$ cat src/rtl/alu_cmd_sequencer.sv
// alu_cmd_sequencer: collects an opcode/A/B frame from the UART RX byte
// stream, runs one ALU operation and returns the 16-bit result as two TX
// bytes, MSB first. Illegal opcodes are answered with a single error byte.
// A stalled frame is abandoned after an inter-byte timeout. Bytes that arrive
// while a command is in flight are dropped and recorded in a sticky overrun flag.
module alu_cmd_sequencer #(
  parameter int          NUM_OPS     = 8,
  parameter int          TIMEOUT_CYC = 50000,
  parameter logic [7:0]  ERR_BYTE    = 8'hEE
) (
  input  logic        clk,
  input  logic        rst,
  input  logic        rx_valid,
  input  logic [7:0]  rx_data,
  output logic [7:0]  tx_data,
  output logic        tx_valid,
  input  logic        tx_ready,
  output logic [7:0]  alu_op,
  output logic [7:0]  alu_a,
  output logic [7:0]  alu_b,
  output logic        alu_start,
  input  logic        alu_done,
  input  logic [15:0] alu_result,
  output logic        busy,
  output logic        err_timeout,
  output logic        overrun
);

  localparam int              CNT_W   = (TIMEOUT_CYC > 2) ? $clog2(TIMEOUT_CYC) : 1;
  localparam logic [CNT_W-1:0] CNT_MAX = CNT_W'(TIMEOUT_CYC - 1);
  localparam logic [8:0]      OPS_LIM = 9'(NUM_OPS);

  typedef enum logic [2:0] {
    IDLE, GET_A, GET_B, EXEC, WAIT, SEND_HI, SEND_LO, SEND_ERR
  } state_t;

  state_t           state_q, state_d;
  logic [CNT_W-1:0] cnt_q, cnt_d;
  logic [7:0]       op_q, a_q, b_q;
  logic [15:0]      result_q;
  logic             overrun_q;

  logic opLegal;
  logic timeoutHit;
  logic dropByte;

  assign opLegal    = ({1'b0, rx_data} < OPS_LIM);
  assign timeoutHit = !rx_valid && (cnt_q == CNT_MAX);
  assign dropByte   = rx_valid && (state_q inside {EXEC, WAIT, SEND_HI, SEND_LO, SEND_ERR});

  // State and inter-byte timeout counter registers.
  always_ff @(posedge clk) begin
    if (rst) begin
      state_q <= IDLE;
      cnt_q   <= '0;
    end else begin
      state_q <= state_d;
      cnt_q   <= cnt_d;
    end
  end

  // Next state; the counter stays zero everywhere except while idling inside a frame.
  always_comb begin
    state_d = state_q;
    cnt_d   = '0;
    case (state_q)
      IDLE: begin
        if (rx_valid) state_d = opLegal ? GET_A : SEND_ERR;
      end
      GET_A: begin
        if (rx_valid)        state_d = GET_B;
        else if (timeoutHit) state_d = IDLE;
        else                 cnt_d   = cnt_q + CNT_W'(1);
      end
      GET_B: begin
        if (rx_valid)        state_d = EXEC;
        else if (timeoutHit) state_d = IDLE;
        else                 cnt_d   = cnt_q + CNT_W'(1);
      end
      EXEC:     state_d = WAIT;
      WAIT:     if (alu_done) state_d = SEND_HI;
      SEND_HI:  if (tx_ready) state_d = SEND_LO;
      SEND_LO:  if (tx_ready) state_d = IDLE;
      SEND_ERR: if (tx_ready) state_d = IDLE;
      default:  state_d = IDLE;
    endcase
  end

  // Frame fields, ALU result and the sticky overrun flag.
  always_ff @(posedge clk) begin
    if (rst) begin
      op_q      <= '0;
      a_q       <= '0;
      b_q       <= '0;
      result_q  <= '0;
      overrun_q <= 1'b0;
    end else begin
      if (state_q == IDLE  && rx_valid && opLegal) op_q <= rx_data;
      if (state_q == GET_A && rx_valid)            a_q  <= rx_data;
      if (state_q == GET_B && rx_valid)            b_q  <= rx_data;
      if (state_q == WAIT  && alu_done)            result_q <= alu_result;
      if (dropByte)                                overrun_q <= 1'b1;
    end
  end

  // Outputs decoded from the current state only, so they hold steady during TX stalls.
  always_comb begin
    tx_data     = '0;
    tx_valid    = 1'b0;
    alu_start   = 1'b0;
    err_timeout = 1'b0;
    busy        = (state_q != IDLE);
    case (state_q)
      GET_A, GET_B: err_timeout = timeoutHit;
      EXEC:         alu_start   = 1'b1;
      SEND_HI: begin
        tx_data  = result_q[15:8];
        tx_valid = 1'b1;
      end
      SEND_LO: begin
        tx_data  = result_q[7:0];
        tx_valid = 1'b1;
      end
      SEND_ERR: begin
        tx_data  = ERR_BYTE;
        tx_valid = 1'b1;
      end
      default: ;
    endcase
  end

  assign alu_op  = op_q;
  assign alu_a   = a_q;
  assign alu_b   = b_q;
  assign overrun = overrun_q;

endmodule

$ cat config.mk
export PLATFORM = sky130hd
export DESIGN_NAME = alu_cmd_sequencer
export DESIGN_NICKNAME = d
export VERILOG_FILES = /design/src/rtl/alu_cmd_sequencer.sv
export SDC_FILE = /design/constraint.sdc
export NUM_CORES = 1
export LEC_CHECK = 0
export ABC_AREA = 1
export CORE_MARGIN = 5
export CORE_UTILIZATION = 40
export DETAILED_ROUTE_END_ITERATION = 6
export PLACE_DENSITY = 0.66
export RECOVER_POWER = 50
export REMOVE_ABC_BUFFERS = 1
export SLEW_MARGIN = 20
export SYNTH_ARGS = -nofsm -noshare
export SYNTH_HDL_FRONTEND = slang
export SYNTH_SLANG_ARGS = --single-unit
$ cat constraint.sdc
create_clock -name clk -period 1.4 [get_ports clk]
set_input_delay 0.28 -clock clk [delete_from_list [all_inputs] [get_ports clk]]
set_output_delay 0.28 -clock clk [all_outputs]
set_load 0.1 [all_outputs]
After elaboration in Yosys (flattened, before gate mapping)
Cells that the tools add are included.
{"block": "totals", "ff_bits": 60, "input_bits": 29, "out_inout_bits": 37}
{"block": "op_classes", "magnitude_cmp": 1, "reduce_logical": 16, "mux": 13, "n_addsub": 1, "n_eq_ne": 12, "bitwise": 1}
{"operator": "two-way mux 3 bit", "n": 8}
{"operator": "case mux 8 bit (3 select lines)", "n": 1}
{"operator": "case mux 3 bit (7 select lines)", "n": 1}
{"operator": "adder 16 x 1 -> 16 bit, second input constant", "n": 1}
{"operator": "equality test 16 bit, second input constant", "n": 1}
{"operator": "equality test 3 bit, second input constant", "n": 4}
{"operator": "less-than comparator 8 x 4 -> 1 bit, second input constant", "n": 1}
{"operator": "logical AND 1 bit", "n": 7}
{"operator": "equality test 3 x 2 -> 1 bit, second input constant", "n": 2}
{"operator": "inequality test 2 bit, second input constant", "n": 3}
{"operator": "nonzero test 5 bit", "n": 1}
{"operator": "AND reduction 4 bit", "n": 1}
{"operator": "OR reduction 2 bit", "n": 2}
{"operator": "OR reduction 4 bit", "n": 1}
{"operator": "equality test 3 x 1 -> 1 bit, second input constant", "n": 1}
{"operator": "logical NOT 3 bit", "n": 1}
{"operator": "two-way mux 1 bit", "n": 3}
{"operator": "nonzero test 3 bit", "n": 1}
{"operator": "OR reduction 3 bit", "n": 1}
{"operator": "inequality test 2 x 1 -> 1 bit, second input constant", "n": 1}
{"operator": "logical NOT 1 bit", "n": 1}
{"operator": "NOT 1 bit", "n": 1}

Longest topological paths before layout
{"block": "depth", "ltp_word": 5, "mapped_depth": 10, "depth_no_buf": 9}

Worst setup path before layout
No wires, ideal clock.
{"block": "synth_timing", "kind": "flip-flop to output port", "start": "reg cnt_q[0]", "end": "out err_timeout", "slack_ns": -2.643, "arrival_ns": 3.763, "path_stages_with_launch": 6, "required_ns": 1.120, "path_buffers": 0, "cell_sequence": "dfxtp_1 > ha_1 > nand3_1 > inv_1 > nand4_1 > nor4_1"}
{"block": "synth_via", "elab_chain_cells": 3}
{"item": "start: declaration", "line": "38", "text": "logic [CNT_W-1:0] cnt_q, cnt_d;"}
{"item": "start signal: assignment", "line": "58", "text": "cnt_q <= cnt_d;"}
{"item": "equality test 16 bit", "line": "48", "text": "assign timeoutHit = !rx_valid && (cnt_q == CNT_MAX);"}
{"item": "logical AND 1 bit", "line": "48"}
{"item": "two-way mux 1 bit", "line": "113", "text": "case (state_q)"}
{"item": "end: declaration", "line": "25", "text": "output logic err_timeout,"}
No other way between the ends.

Final worst setup path
{"block": "layout_timing", "start": "reg state_q[0]", "end": "out err_timeout"}
{"block": "layout_via", "elab_chain_cells": 3}
{"item": "start: declaration", "line": "37", "text": "state_t state_q, state_d;"}
{"item": "start signal: assignment", "line": "57", "text": "state_q <= state_d;"}
{"item": "equality test 3 x 1 -> 1 bit / equality test 3 x 2 -> 1 bit (equally long branches)", "line": "113"}
{"item": "OR reduction 2 bit (no line) *"}
{"item": "two-way mux 1 bit *", "line": "113"}
Every way passes the cells marked *; elsewhere a longest branch is shown, timed or not.

==> Flow_metrics.wiki <==
{| class="wikitable"
! Metric !! Value
|-
| Pins Over Slew Limit || 0
|-
| Routed wire length || 9460 um
|-
| CP arrival || 1690 ps
|-
| Hold_buf cts || 0
|-
| Post-synthesis share of cell area spent on xor and xnor gates || 0.0196
|-
| Vias in the first global route || 2,861
|-
| Fmax achieved || 507 MHz
|-
| Std-Cell Core Area || 0.00642 sq mm
|-
| Antenna Violating Nets Remaining || 0
|-
| Placement Setup Slack || -259 ps
|-
| Most used cells in the layout excluding fill and tap cells || sky130_fd_sc_hd__dfxtp_1 (55), sky130_fd_sc_hd__buf_4 (49), sky130_fd_sc_hd__buf_12 (41), sky130_fd_sc_hd__inv_1 (32), sky130_fd_sc_hd__nand2_1 (30)
|-
| Effective utilization at floorplan || 0.417
|-
| Clock slew at reported path FFs || 80 ps
|-
| Power density over cell area || 1560 mW/mm^2
|-
| TritonCTS clock tree || built
|-
| Largest buffer count on any clock path || 2
|-
| Cell type of the slowest stage on the worst timing path || sky130_fd_sc_hd__dfxtp_4
|-
| Max-capacitance violation count || 0
|-
| Placed instance area || 0.00417 sq mm
|-
| Sinks on the clock net || 60
|-
| Synth Warn # || 0
|-
| Final worst-path setup slack || -571 ps
|-
| Top-Level Pins || 66
|-
| Area share of the leading cell type in the synthesized netlist || 0.448
|-
| Share of the synthesized area in compound gates (AO/OA/AOI/OAI) || 0.183
|-
| Slew margin rel. || 0.764
|-
| Area added between synthesis and finish || 94.4%
|-
| Wire length of the first global-routing pass || 13,400 um
|-
| Dominant combinational cell family by area after synthesis || simple AND/OR/NAND/NOR gates
|-
| Detailed Place HPWL || 5370 um
|-
| Final std cell area, no fill || 0.00521 sq mm
|-
| Capturing element type of the critical path || output pin
|-
| Number of remaining DRC errors || 0
|-
| Placer congestion estimate || 0.901
|-
| Setup repair after global routing missed its margin || true
|-
| Antenna violations before repair || 0
|-
| Simple-gate area share of the yosys netlist || 0.244
|-
| Number of DRC violations after detailed-routing iteration 0 || 189
|-
| CTS buffer count || 9
|-
| Count of nets after finishing || 520
|-
| Total number of vias || 2,997
|-
| Total of fill cells in the finished design || 348
|-
| Setup violators final || 63
|-
| Site row count || 29
|-
| Final global-route overflow total || 0
|-
| Cell accounting for the most synthesized area || sky130_fd_sc_hd__dfxtp_1
|-
| Area of the die || 0.00844 sq mm
|-
| Cell-by-cell listing of the critical path || nand2_4 > inv_1 > nor2_4 > inv_1 > nor4_2 > buf_4 > buf_12
|-
| GR Util All Layers || 0.198
|-
| LEAKAGE || 2.02 nW
|-
| # H-tree levels || 3
|-
| Antenna cells || 0
|-
| Synthesized instance count || 347
|-
| Cell chosen for the clock root || sky130_fd_sc_hd__clkbuf_8
|-
| Final clock period utilization by the worst path || 1.41
|-
| Mean instance size in the synthesized netlist || 7.72 sq um
|-
| Maximum vdd drop || 1.39 mV
|-
| Number of distinct library cells after synthesis || 33
|-
| Worst-path fanout max || 3
|-
| Violations in the final reports || setup timing
|-
| Routed WL per cell || 16.5 um
|-
| Overall power of the completed layout || 8.14 mW
|-
| Sequential-to-total area share from yosys stat || 0.448
|-
| Final Hold Vio Count || 0
|-
| Source-to-sink clock delay at the later pin of the worst-skew pair || 350 ps
|-
| Crit path top cell by count || sky130_fd_sc_hd__inv_1
|-
| Number of register bits inferred by synthesis || 60
|-
| Finished Core Util || 0.811
|-
| Path category of the worst min-delay check || flip-flop to flip-flop
|-
| Largest net degree at the start of global routing || 34
|-
| Number of port buffers || 65
|-
| Area of the mapped netlist || 0.00268 sq mm
|-
| Result of the run || finished, violations left
|-
| Area contributors post-synth || sky130_fd_sc_hd__dfxtp_1 (45%), sky130_fd_sc_hd__o21ai_0 (6.9%), sky130_fd_sc_hd__a21oi_1 (6.5%)
|-
| Die Span Y || 91.9 um
|-
| Via-per-instance ratio || 5.24
|-
| Iteration count of the initial detailed-routing pass || 4
|-
| Critical Setup Path Class || flip-flop to output pin
|-
| Most frequent standard cell in the layout excluding fill and tap cells || sky130_fd_sc_hd__dfxtp_1
|-
| Slew at the pin closest to its max-slew limit || 353 ps
|-
| Fraction of the mapped netlist area in adder cells || 0.00467
|-
| Final period demand of the worst path || 1970 ps
|-
| Slowest cell delay on critical path || 370 ps
|-
| Minimum setup slack among reg-to-reg paths || -230 ps
|-
| Startpoint types || flip-flop
|-
| Critical path data required time || 1120 ps
|-
| Horizontal extent of the die || 91.9 um
|-
| Multiplexer fraction of the synthesized cell area || 0
|-
| Fraction of layout cells with a size suffix above 1 || 0.513
|-
| Max Clock Skew || 15.6 ps
|}
[layer usage]
metal | GRT usage | wire length, um
met2 | 0.338 | 5070
met3 | 0.0409 | 513
met4 | 0.0928 | 255
met5 | 0 | 0
met1 | 0.239 | 3630
[state kept, by name, summed over array words and instances, names as in the netlist]
name / flops
state_q: 3
alu_b: 8
cnt_q: 16
alu_op: 8
result_q: 16
overrun: 1
alu_a: 8
[cells by family after synthesis]
kind of cell,after synthesis
simple gates,128
compound gates,90
buf+inv,62
flops,60
xor+xnor,6
fa+ha+maj,1
[stage by stage]
stage	setup TNS (ps)	instances	hold slack (ps)
global placement	-7990	532	439
detailed placement	-9060	532	445
finish	-14280	572	477
CTS	-6830	563	478
floorplan	-15270	335	349
global route	-17810	572	485
[power by group]
part	switching (mW)	internal [mW]	leakage [nW]
clock network	0.753	0.829	0.0958
logic	2.58	1.75	1.43
registers	0.255	1.97	0.490
total	3.58	4.55	2.02
[synth_stat cells]
master / count
sky130_fd_sc_hd__dfxtp_1: 60
sky130_fd_sc_hd__inv_1: 41
sky130_fd_sc_hd__nand2_1: 39
sky130_fd_sc_hd__nor2_1: 39
sky130_fd_sc_hd__o21ai_0: 37
sky130_fd_sc_hd__a21oi_1: 35
sky130_fd_sc_hd__nor2_2: 11
sky130_fd_sc_hd__inv_2: 9
sky130_fd_sc_hd__nand3_1: 8
sky130_fd_sc_hd__nor3_1: 7
sky130_fd_sc_hd__o221ai_1: 6
sky130_fd_sc_hd__nand4_1: 5
sky130_fd_sc_hd__nor2_4: 5
sky130_fd_sc_hd__o21ai_1: 5
sky130_fd_sc_hd__a21oi_2: 4
sky130_fd_sc_hd__buf_6: 4
sky130_fd_sc_hd__clkbuf_1: 4
sky130_fd_sc_hd__nand2_2: 4
sky130_fd_sc_hd__xnor2_1: 3
sky130_fd_sc_hd__xor2_1: 3
sky130_fd_sc_hd__buf_2: 2
sky130_fd_sc_hd__nor3_4: 2
sky130_fd_sc_hd__nor3b_1: 2
sky130_fd_sc_hd__nor4_1: 2
sky130_fd_sc_hd__o22ai_1: 2
sky130_fd_sc_hd__a31oi_1: 1
sky130_fd_sc_hd__buf_1: 1
sky130_fd_sc_hd__buf_4: 1
sky130_fd_sc_hd__ha_1: 1
sky130_fd_sc_hd__nand2_4: 1
sky130_fd_sc_hd__nand3_2: 1
sky130_fd_sc_hd__nand4_2: 1
sky130_fd_sc_hd__nor3_2: 1
[repair_timing]
item / in CTS / in global routing
gates cloned: 2 / 3
buffers inserted: 13 / 6
gates resized for setup: 95 / 80
pin swaps: 11 / 15
setup endpoints to repair: 33 / 68
[worst paths after layout]
kind,startpoint,end,cells after the start
setup / recovery,state_q[0]$_SDFFE_PP0P_,err_timeout,7
hold / removal,cnt_q[15]$_SDFF_PP0_,cnt_q[15]$_SDFF_PP0_,2
setup reg to reg,state_q[1]$_SDFFE_PP0P_,result_q[6]$_SDFFE_PP0P_,11
hold reg to reg,cnt_q[15]$_SDFF_PP0_,cnt_q[15]$_SDFF_PP0_,2
[area by class of cell]
| cell class | count | area [sq um] | share of cell area |
|---|---|---|---|
| Timing Repair inverter | 1 | 11.3 | 0.00216 |
| Clock buffer | 9 | 124 | 0.0238 |
| Tap cell | 77 | 96.3 | 0.0185 |
| Inverter | 50 | 205 | 0.0394 |
| Sequential cell | 60 | 1210 | 0.233 |
| Multi-Input combinational cell | 225 | 1690 | 0.325 |
| Timing Repair Buffer | 143 | 1790 | 0.343 |
| Clock inverter | 7 | 76.3 | 0.0147 |
[critical path, delay by kind of cell, from the launching register on]
family                 cells  cell delay (ps)
buffers and inverters      4              490
flip-flops                 1              370
AND/OR/NAND/NOR            3              480
(Power assumes the default switching activity.)
